--- src/rtl/mem_port_arbiter_pkg.sv ---
// Shared types and constants for the memory port arbiter.
package mem_port_arbiter_pkg;

    typedef enum logic [1:0] {
        IDLE = 2'd0,
        OWN0 = 2'd1,
        OWN1 = 2'd2
    } arb_state_e;

    localparam int unsigned WIDTH_DEFAULT = 16;

endpackage

--- src/rtl/mem_port_arbiter_mux2n1_w.sv ---
// WIDTH-wide combinational 2:1 select used on the memory port paths.
module mux2n1_w
    import mem_port_arbiter_pkg::*;
#(
    parameter int unsigned WIDTH = WIDTH_DEFAULT
) (
    input  logic             sel,
    input  logic [WIDTH-1:0] in0,
    input  logic [WIDTH-1:0] in1,
    output logic [WIDTH-1:0] out
);

    assign out = sel ? in1 : in0;

endmodule

--- src/rtl/mem_port_arbiter.sv ---
// Two-requester arbiter for the CPU memory port: fetch (0) vs load/store (1),
// bounded hold with round-robin tie-breaking, grants and port select registered.
module mem_port_arbiter
    import mem_port_arbiter_pkg::*;
#(
    parameter int unsigned WIDTH    = WIDTH_DEFAULT,
    parameter int unsigned MAX_HOLD = 4
) (
    input  logic             Clock,
    input  logic             Reset,
    input  logic             Req0,
    input  logic [WIDTH-1:0] Addr0,
    input  logic             Req1,
    input  logic [WIDTH-1:0] Addr1,
    input  logic [WIDTH-1:0] WData1,
    input  logic             We1,
    output logic             Gnt0,
    output logic             Gnt1,
    output logic             S,
    output logic [WIDTH-1:0] MemAddr,
    output logic [WIDTH-1:0] MemWData,
    output logic             MemWe,
    output logic             Busy
);

    localparam int unsigned       HW        = $clog2(MAX_HOLD);
    localparam logic [HW-1:0]     HOLD_LAST = HW'(MAX_HOLD - 1);
    localparam logic [HW-1:0]     HOLD_ONE  = HW'(1);

    arb_state_e    state_q, state_d;
    logic          last_q, last_d;
    logic [HW-1:0] hold_q, hold_d;
    logic          gnt0_q, gnt0_d;
    logic          gnt1_q, gnt1_d;

    always_comb begin
        state_d = state_q;
        last_d  = last_q;
        hold_d  = hold_q;
        unique case (state_q)
            IDLE: begin
                hold_d = '0;
                if (Req0 && Req1)
                    state_d = last_q ? OWN0 : OWN1;
                else if (Req0)
                    state_d = OWN0;
                else if (Req1)
                    state_d = OWN1;
            end
            OWN0: begin
                if (Req0 && Req1) begin
                    if (hold_q == HOLD_LAST) begin
                        state_d = OWN1;
                        last_d  = 1'b0;
                        hold_d  = '0;
                    end else begin
                        hold_d = hold_q + HOLD_ONE;
                    end
                end else if (!Req0) begin
                    // Release: hand straight to a waiting requester, otherwise idle.
                    state_d = Req1 ? OWN1 : IDLE;
                    last_d  = 1'b0;
                    hold_d  = '0;
                end
            end
            OWN1: begin
                if (Req0 && Req1) begin
                    if (hold_q == HOLD_LAST) begin
                        state_d = OWN0;
                        last_d  = 1'b1;
                        hold_d  = '0;
                    end else begin
                        hold_d = hold_q + HOLD_ONE;
                    end
                end else if (!Req1) begin
                    state_d = Req0 ? OWN0 : IDLE;
                    last_d  = 1'b1;
                    hold_d  = '0;
                end
            end
            default: begin
                state_d = IDLE;
                hold_d  = '0;
            end
        endcase
        gnt0_d = (state_d == OWN0);
        gnt1_d = (state_d == OWN1);
    end

    always_ff @(posedge Clock or posedge Reset) begin
        if (Reset) begin
            state_q <= IDLE;
            last_q  <= 1'b1;
            hold_q  <= '0;
            gnt0_q  <= 1'b0;
            gnt1_q  <= 1'b0;
        end else begin
            state_q <= state_d;
            last_q  <= last_d;
            hold_q  <= hold_d;
            gnt0_q  <= gnt0_d;
            gnt1_q  <= gnt1_d;
        end
    end

    assign Gnt0  = gnt0_q;
    assign Gnt1  = gnt1_q;
    assign S     = gnt1_q;
    assign Busy  = gnt0_q | gnt1_q;
    assign MemWe = gnt1_q & We1;

    mux2n1_w #(.WIDTH(WIDTH)) u_addr_mux (
        .sel (gnt1_q),
        .in0 (Addr0),
        .in1 (Addr1),
        .out (MemAddr)
    );

    mux2n1_w #(.WIDTH(WIDTH)) u_wdata_mux (
        .sel (gnt1_q),
        .in0 ('0),
        .in1 (WData1),
        .out (MemWData)
    );

endmodule
--- config.mk ---
export PLATFORM = sky130hd
export DESIGN_NAME = mem_port_arbiter
export DESIGN_NICKNAME = d
export VERILOG_FILES = /design/src/rtl/mem_port_arbiter_pkg.sv /design/src/rtl/mem_port_arbiter_mux2n1_w.sv /design/src/rtl/mem_port_arbiter.sv
export SDC_FILE = /design/constraint.sdc
export NUM_CORES = 1
export LEC_CHECK = 0
export BUFFER_PORTS_ARGS = -buffer_cell sky130_fd_sc_hd__buf_2
export CAP_MARGIN = 20
export CELL_PAD_IN_SITES_DETAIL_PLACEMENT = 0
export CELL_PAD_IN_SITES_GLOBAL_PLACEMENT = 2
export CORE_MARGIN = 2
export CORE_UTILIZATION = 21
export CTS_CLUSTER_SIZE = 25
export DETAILED_ROUTE_END_ITERATION = 8
export MAX_ROUTING_LAYER = met4
export PLACE_DENSITY_LB_ADDON = 0.1
export SLEW_MARGIN = 20
export SYNTH_ARGS = -nofsm -noshare
export SYNTH_HDL_FRONTEND = slang
export SYNTH_HIERARCHICAL = 1
export SYNTH_SLANG_ARGS = --single-unit
export TNS_END_PERCENT = 30
--- constraint.sdc ---
create_clock -name Clock -period 2.8 [get_ports Clock]
set_input_delay 0.56 -clock Clock [delete_from_list [all_inputs] [get_ports Clock]]
set_output_delay 0.56 -clock Clock [all_outputs]
set_load 0.005 [all_outputs]
==> impl_metrics.csv, run 1 <==
group,metric,value,unit
run_status,status,"finished clean",
final_layout,post-route-util,0.329,
critical_path,path_cells,"mux2_2 -> buf_2",
timing,worstMarginPinSlew,0.893,ns
clock_network,clock_sinks,7,
timing,clock_skew,0.00145,ns
pwr,p_per_area,640,mW/mm²
timing,hold_slack,0.261,ns
synth,async_reset_ff_frac,1.00,
timing,fmax,440,MHz
flow_run,drv_cap,0,
synth,ys_types,30,
route,num_vias,1004,
grt,grt_max_degree,37,
synth,synth_edf_count,0,
clock_network,path_clk_slew,0.04,ns
die,ios,90,
synth,synth_area_leaders,"mux2_4 29%, dfrtp_1 15%, mux2_2 13%, ha_1 6.1%, buf_6 4.4%",
clock_network,post_cts_resized,0,
final_layout,num-nets-final,253,
clock_network,ctsHoldBuffers,0,
synth,syn_area_per_cell,11.0,µm²
timing,period_minus_slack,2.27,ns
critical_path,startpoint_type,"flop",
timing,post-route-period-util,0.812,
synth,synth_area_leader_cell,"mux2_4",
placed_design,routabilityCongestion,0.718,
clock_network,root_buffer,"clkbuf_8",
route,first_iter_violations,20,
grt,grt_pass1_wl,3750,µm
critical_path,cp.arrival,1.71,ns
grt,grtUsageTotal,0.0898,
die,rows,25,
clock_network,cts_setup_buffers,0,
die,die_y,73.6,µm
route,drcViolationCount,0,
timing,rsz0062_at_grt,"false",
route,wirelength,2700,µm
clock_network,cts_inserted_buffers,3,
synth,syn_inst,93,
route,dr.pass1.iters,4,
grt,antenna_found_initial,0,
timing,setup_viol,0,
min_path,hold_class,"input port to async pin",
critical_path,critPathMaxStageDelay,0.95,ns
synth,yosysWarnings,6,
timing,hold_violations,0,
placed_design,numPortBuffers,89,
die,start_util,0.217,
final_layout,area_delta_synth_final,51.4,%
critical_path,path_buf_inv,1,
timing,drv_slew,0,
die,coreArea,0.00469,mm²
clock_network,cts_buffer_depth,2,
critical_path,worstPathRequired,2.24,ns
route,via_per_inst,4.05,
route,wl_per_cell,10.9,µm
synth,yosysMostFrequentCell,"mux2_4",
clock_network,cts.htree.levels,1,
timing,tns,0,ns
die,die_area,0.00542,mm²
critical_path,path_max_fanout,36,
critical_path,slowest_stage,"dfrtp_2",
final_layout,n_antenna_cell,0,
timing,slew_headroom,0.405,
pwr,p_leak,0.000855,µW
grt,grt_overflow,0,
grt,grt_pass1_vias,852,
die,die_width,73.6,µm
synth,seq_area_frac_synth,0.173,
clock_network,clk_latency,0.22,ns
route,antenna_left,0,
synth,synthTopCellsByCount,"20 x mux2_4, 12 x mux2_2, 6 x dfrtp_1, 6 x nand2_1",
clock_network,cts_tree,"yes",
synth,yosysTopAreaCellShare,0.295,
placed_design,hpwl,2300,µm
final_layout,final_area,0.00154,mm²
final_layout,drive_above_1_share,0.670,
pwr,max-vdd-ir-drop,0.313,mV
synth,synth-seq-cells,7,
critical_path,path_delay_family,"flip-flops",
synth,syn_area,0.00102,mm²
critical_path,end_kind,"output pin",
critical_path,critical_path_class,"flop to output pin",
synth,synthFlopType,"dfrtp_1",
placed_design,placed_area,0.00150,mm²
[final cells by class]
type | count | area (µm²)
timing repair buffer | 89 | 445
fill | 504 | 3150
tap | 54 | 67.6
sequential | 7 | 178
inverter | 5 | 18.8
clock buffer | 4 | 45.0
multi-input combinational | 89 | 787
[where the power goes]
| part | leakage (µW) | internal, µW | switching [µW] |
|---|---|---|---|
| Combinational | 0.000744 | 383 | 211 |
| Clock | 0.0000228 | 98.4 | 42.3 |
| Sequential | 0.0000882 | 141 | 110 |
[worst paths after layout]
kind,start,end,cells past startpoint,slack [ns]
max,Gnt1,MemAddr[2],2,0.53
min,Reset,hold_q[1],2,0.26
max reg2reg,state_q[0],Gnt1,6,1.20
min reg2reg,hold_q[0],hold_q[0],1,0.50
max in group asynchronous,Reset,last_q,2,2.27
min in group Clock,hold_q[0],hold_q[0],1,0.50
[flip-flops by register name, summed over array words and instances, names as in the netlist]
name / cells
Gnt0: 1
hold_q: 2
state_q: 2
last_q: 1
Gnt1: 1
[layout by cell type, fill, tap and decap left out]
master	Yosys	final
a21boi_1	1	1
and2_1	2	2
clkbuf_1	0	1
a311oi_2	1	1
dfstp_2	1	1
or2_2	1	1
a22oi_1	1	1
nand3b_1	2	2
a21oi_1	2	2
o21ai_1	3	3
conb_1	1	16
nor2b_1	1	1
and3b_1	2	2
nor3_1	1	1
o31ai_1	1	1
mux2_2	12	12
dfrtp_2	0	1
or2b_1	1	1
clkbuf_8	0	3
o22a_1	1	1
nand3_1	1	1
a211oi_2	2	2
buf_2	0	89
nand2_1	6	6
mux2_4	20	20
ha_1	5	5
o21ai_0	3	3
and3_1	2	2
inv_1	5	5
nor2_1	2	2
dfrtp_1	6	5
[per-layer routing]
layer	GRT usage	vias to the layer above	wire length, µm	part of all wire
met5	-	-	0	0
met4	0.0364	0	15	0.0056
met3	0.0110	2	239	0.089
met2	0.166	45	1380	0.51
met1	0.0960	439	1060	0.39
li1	-	518	-	-
[kinds of logic (layout without fill, tap and decap cells)]
logic type | count (synthesis) | after routing | share of synthesized area
multiplexers | 32 | 32 | 0.428
other | 1 | 16 | 0.00368
buffers and inverters | 12 | 98 | 0.109
flip-flops | 7 | 7 | 0.173
adder cells (fa/ha/maj) | 5 | 5 | 0.0614
AO/OA/AOI/OAI | 15 | 15 | 0.109
AND/OR/NAND/NOR | 21 | 21 | 0.115
[metrics by stage]
step	std cells	setup slack, ns	power (µW)
CTS	248	0.499	1000
detailed placement	244	0.740	855
global placement	244	0.782	854
finish	248	0.527	987
global route	248	0.405	1080
floorplan	108	1.23	705
No activity file was read; power rests on OpenSTA's default activity.
==> inputs of run 2 (changes only) <==
CORE_UTILIZATION = 20   (was 21)
clock period = 2.2 ns   (was 2.8 ns; I/O delays follow)
==> run 2 against run 1 <==
Against the previous run: core utilization down 0.20 points; count of clock-buffer cells in the layout unchanged; largest power group unchanged; global-route usage down 0.11 points; sequential share of layout area down 0.23 points; wire length up 3.2%; cell count up 6.0%; first-iteration DRC count down 25%; via count up 4.9%.
==> impl_metrics.csv, run 2 (same netlist as run 1, synthesis figures left out) <==
group,metric,value,unit
timing,setup_viol,0,
final_layout,layout_common_cells,"89 x buf_2, 20 x mux2_4, 16 x conb_1, 12 x mux2_2, 6 x nand2_1",
critical_path,end_kind,"output pin",
clock_network,post_cts_resized,0,
pwr,p_per_area,810,mW/mm²
critical_path,slowest_stage,"mux2_2",
grt,grt_pass1_wl,3860,µm
route,dr.pass1.iters,3,
critical_path,reg2reg_from,"state_q[1]",
critical_path,path_buf_inv,2,
critical_path,cp.arrival,1.39,ns
timing,fmax,545,MHz
timing,tns,0,ns
timing,drv_slew,0,
clock_network,cts_tree,"yes",
route,via_per_inst,4.00,
die,ios,90,
timing,clock_skew,0.00144,ns
clock_network,path_clk_slew,0.04,ns
min_path,hold_class,"input port to async pin",
clock_network,cts.htree.levels,1,
critical_path,path_max_fanout,26,
die,die_y,75.4,µm
placed_design,placed_area,0.00153,mm²
clock_network,clk_latency,0.22,ns
placed_design,post-place-ws,0.592,ns
grt,grt_pass1_vias,916,
run_status,status,"finished clean",
die,die_width,75.4,µm
placed_design,routabilityCongestion,0.758,
flow_run,drv_cap,0,
pwr,p_leak,0.000866,µW
timing,post-route-period-util,0.834,
route,drcViolationCount,0,
die,coreArea,0.00482,mm²
grt,grtUsageTotal,0.0888,
clock_network,ctsHoldBuffers,0,
timing,period_minus_slack,1.83,ns
clock_network,clock_sinks,7,
grt,grt_max_degree,27,
route,antenna_left,0,
route,first_iter_violations,15,
pwr,max-vdd-ir-drop,0.343,mV
critical_path,startpoint_type,"flop",
timing,hold_violations,0,
critical_path,path_delay_family,"buffers and inverters",
timing,hold_slack,0.145,ns
final_layout,final_area,0.00157,mm²
critical_path,critPathLaunch,"Gnt1",
route,wirelength,2780,µm
final_layout,n_antenna_cell,0,
placed_design,numPortBuffers,89,
final_layout,post-route-util,0.326,
final_layout,drive_above_1_share,0.673,
die,die_area,0.00568,mm²
critical_path,worstPathRequired,1.76,ns
clock_network,cts_inserted_buffers,3,
critical_path,critPathMaxStageDelay,0.37,ns
route,wl_per_cell,10.6,µm
die,start_util,0.211,
final_layout,final_common_cell,"buf_2",
route,num_vias,1053,
final_layout,num-nets-final,255,
clock_network,cts_setup_buffers,0,
timing,rsz0062_at_grt,"false",
clock_network,cts_buffer_depth,2,
critical_path,critical_path_class,"flop to output pin",
die,rows,25,
placed_design,hpwl,2450,µm
final_layout,area_delta_synth_final,54.4,%
timing,layout_setup_ws,0.366,ns
grt,antenna_found_initial,0,
final_layout,reg_top3,"hold_q x2, state_q x2",
clock_network,root_buffer,"clkbuf_8",
grt,grt_overflow,0,
critical_path,path_cells,"buf_4 -> mux2_2 -> buf_2",
[run 2: cell types whose count changed in the layout (fill, tap and decap cells not counted)]
cell / previous run / this run
buf_4: 0 / 2
[run 2: worst register-to-register path: cells and delay by family, from the launching register on]
kind | cells | cell delay (ns)
AOI/OAI and AO/OA | 2 | 0.31
adders and majority gates | 1 | 0.26
buffers and inverters | 1 | 0.10
DFF | 1 | 0.44
and+or+nand+nor | 2 | 0.39
[run 2: stage by stage]
stage,total power (µW),std cells
CTS,1290,263
floorplan,897,108
global route,1390,263
finish,1270,263
detailed placement,1110,259
global placement,1120,259
[run 2: final cells by class]
cell class	count	area (µm²)
fillers	531	3240
multi-input cells	89	787
repair buffers	91	460
flip-flops and latches	7	178
well taps	67	83.8
clock buffers	4	45.0
inverters	5	18.8
[run 2: worst paths after layout]
| path | depth (start not counted) | endpoint | slack (ns) |
|---|---|---|---|
| worst max-delay path | 3 | MemAddr[0] | 0.37 |
| worst min register to register | 1 | hold_q[0] | 0.49 |
| max in group asynchronous | 2 | last_q | 1.78 |
| min in group Clock | 1 | hold_q[0] | 0.49 |
| worst min-delay path | 2 | state_q[1] | 0.15 |
| worst max register to register | 6 | Gnt1 | 0.59 |
[run 2: power by group]
group          switching (µW)  leakage, µW  internal (µW)  total (µW)
Clock                    52.5    0.0000228            125         178
Combinational             373     0.000755            496         869
Sequential               45.7    0.0000882            182         228
Total                     471     0.000866            803        1270
[run 2: metal layers]
metal	vias to the layer above	share of wire	GRT usage
met5	-	0	-
met4	0	0.0068	0.0234
met3	2	0.13	0.0159
met2	55	0.52	0.173
met1	475	0.34	0.0900
li1	521	-	-
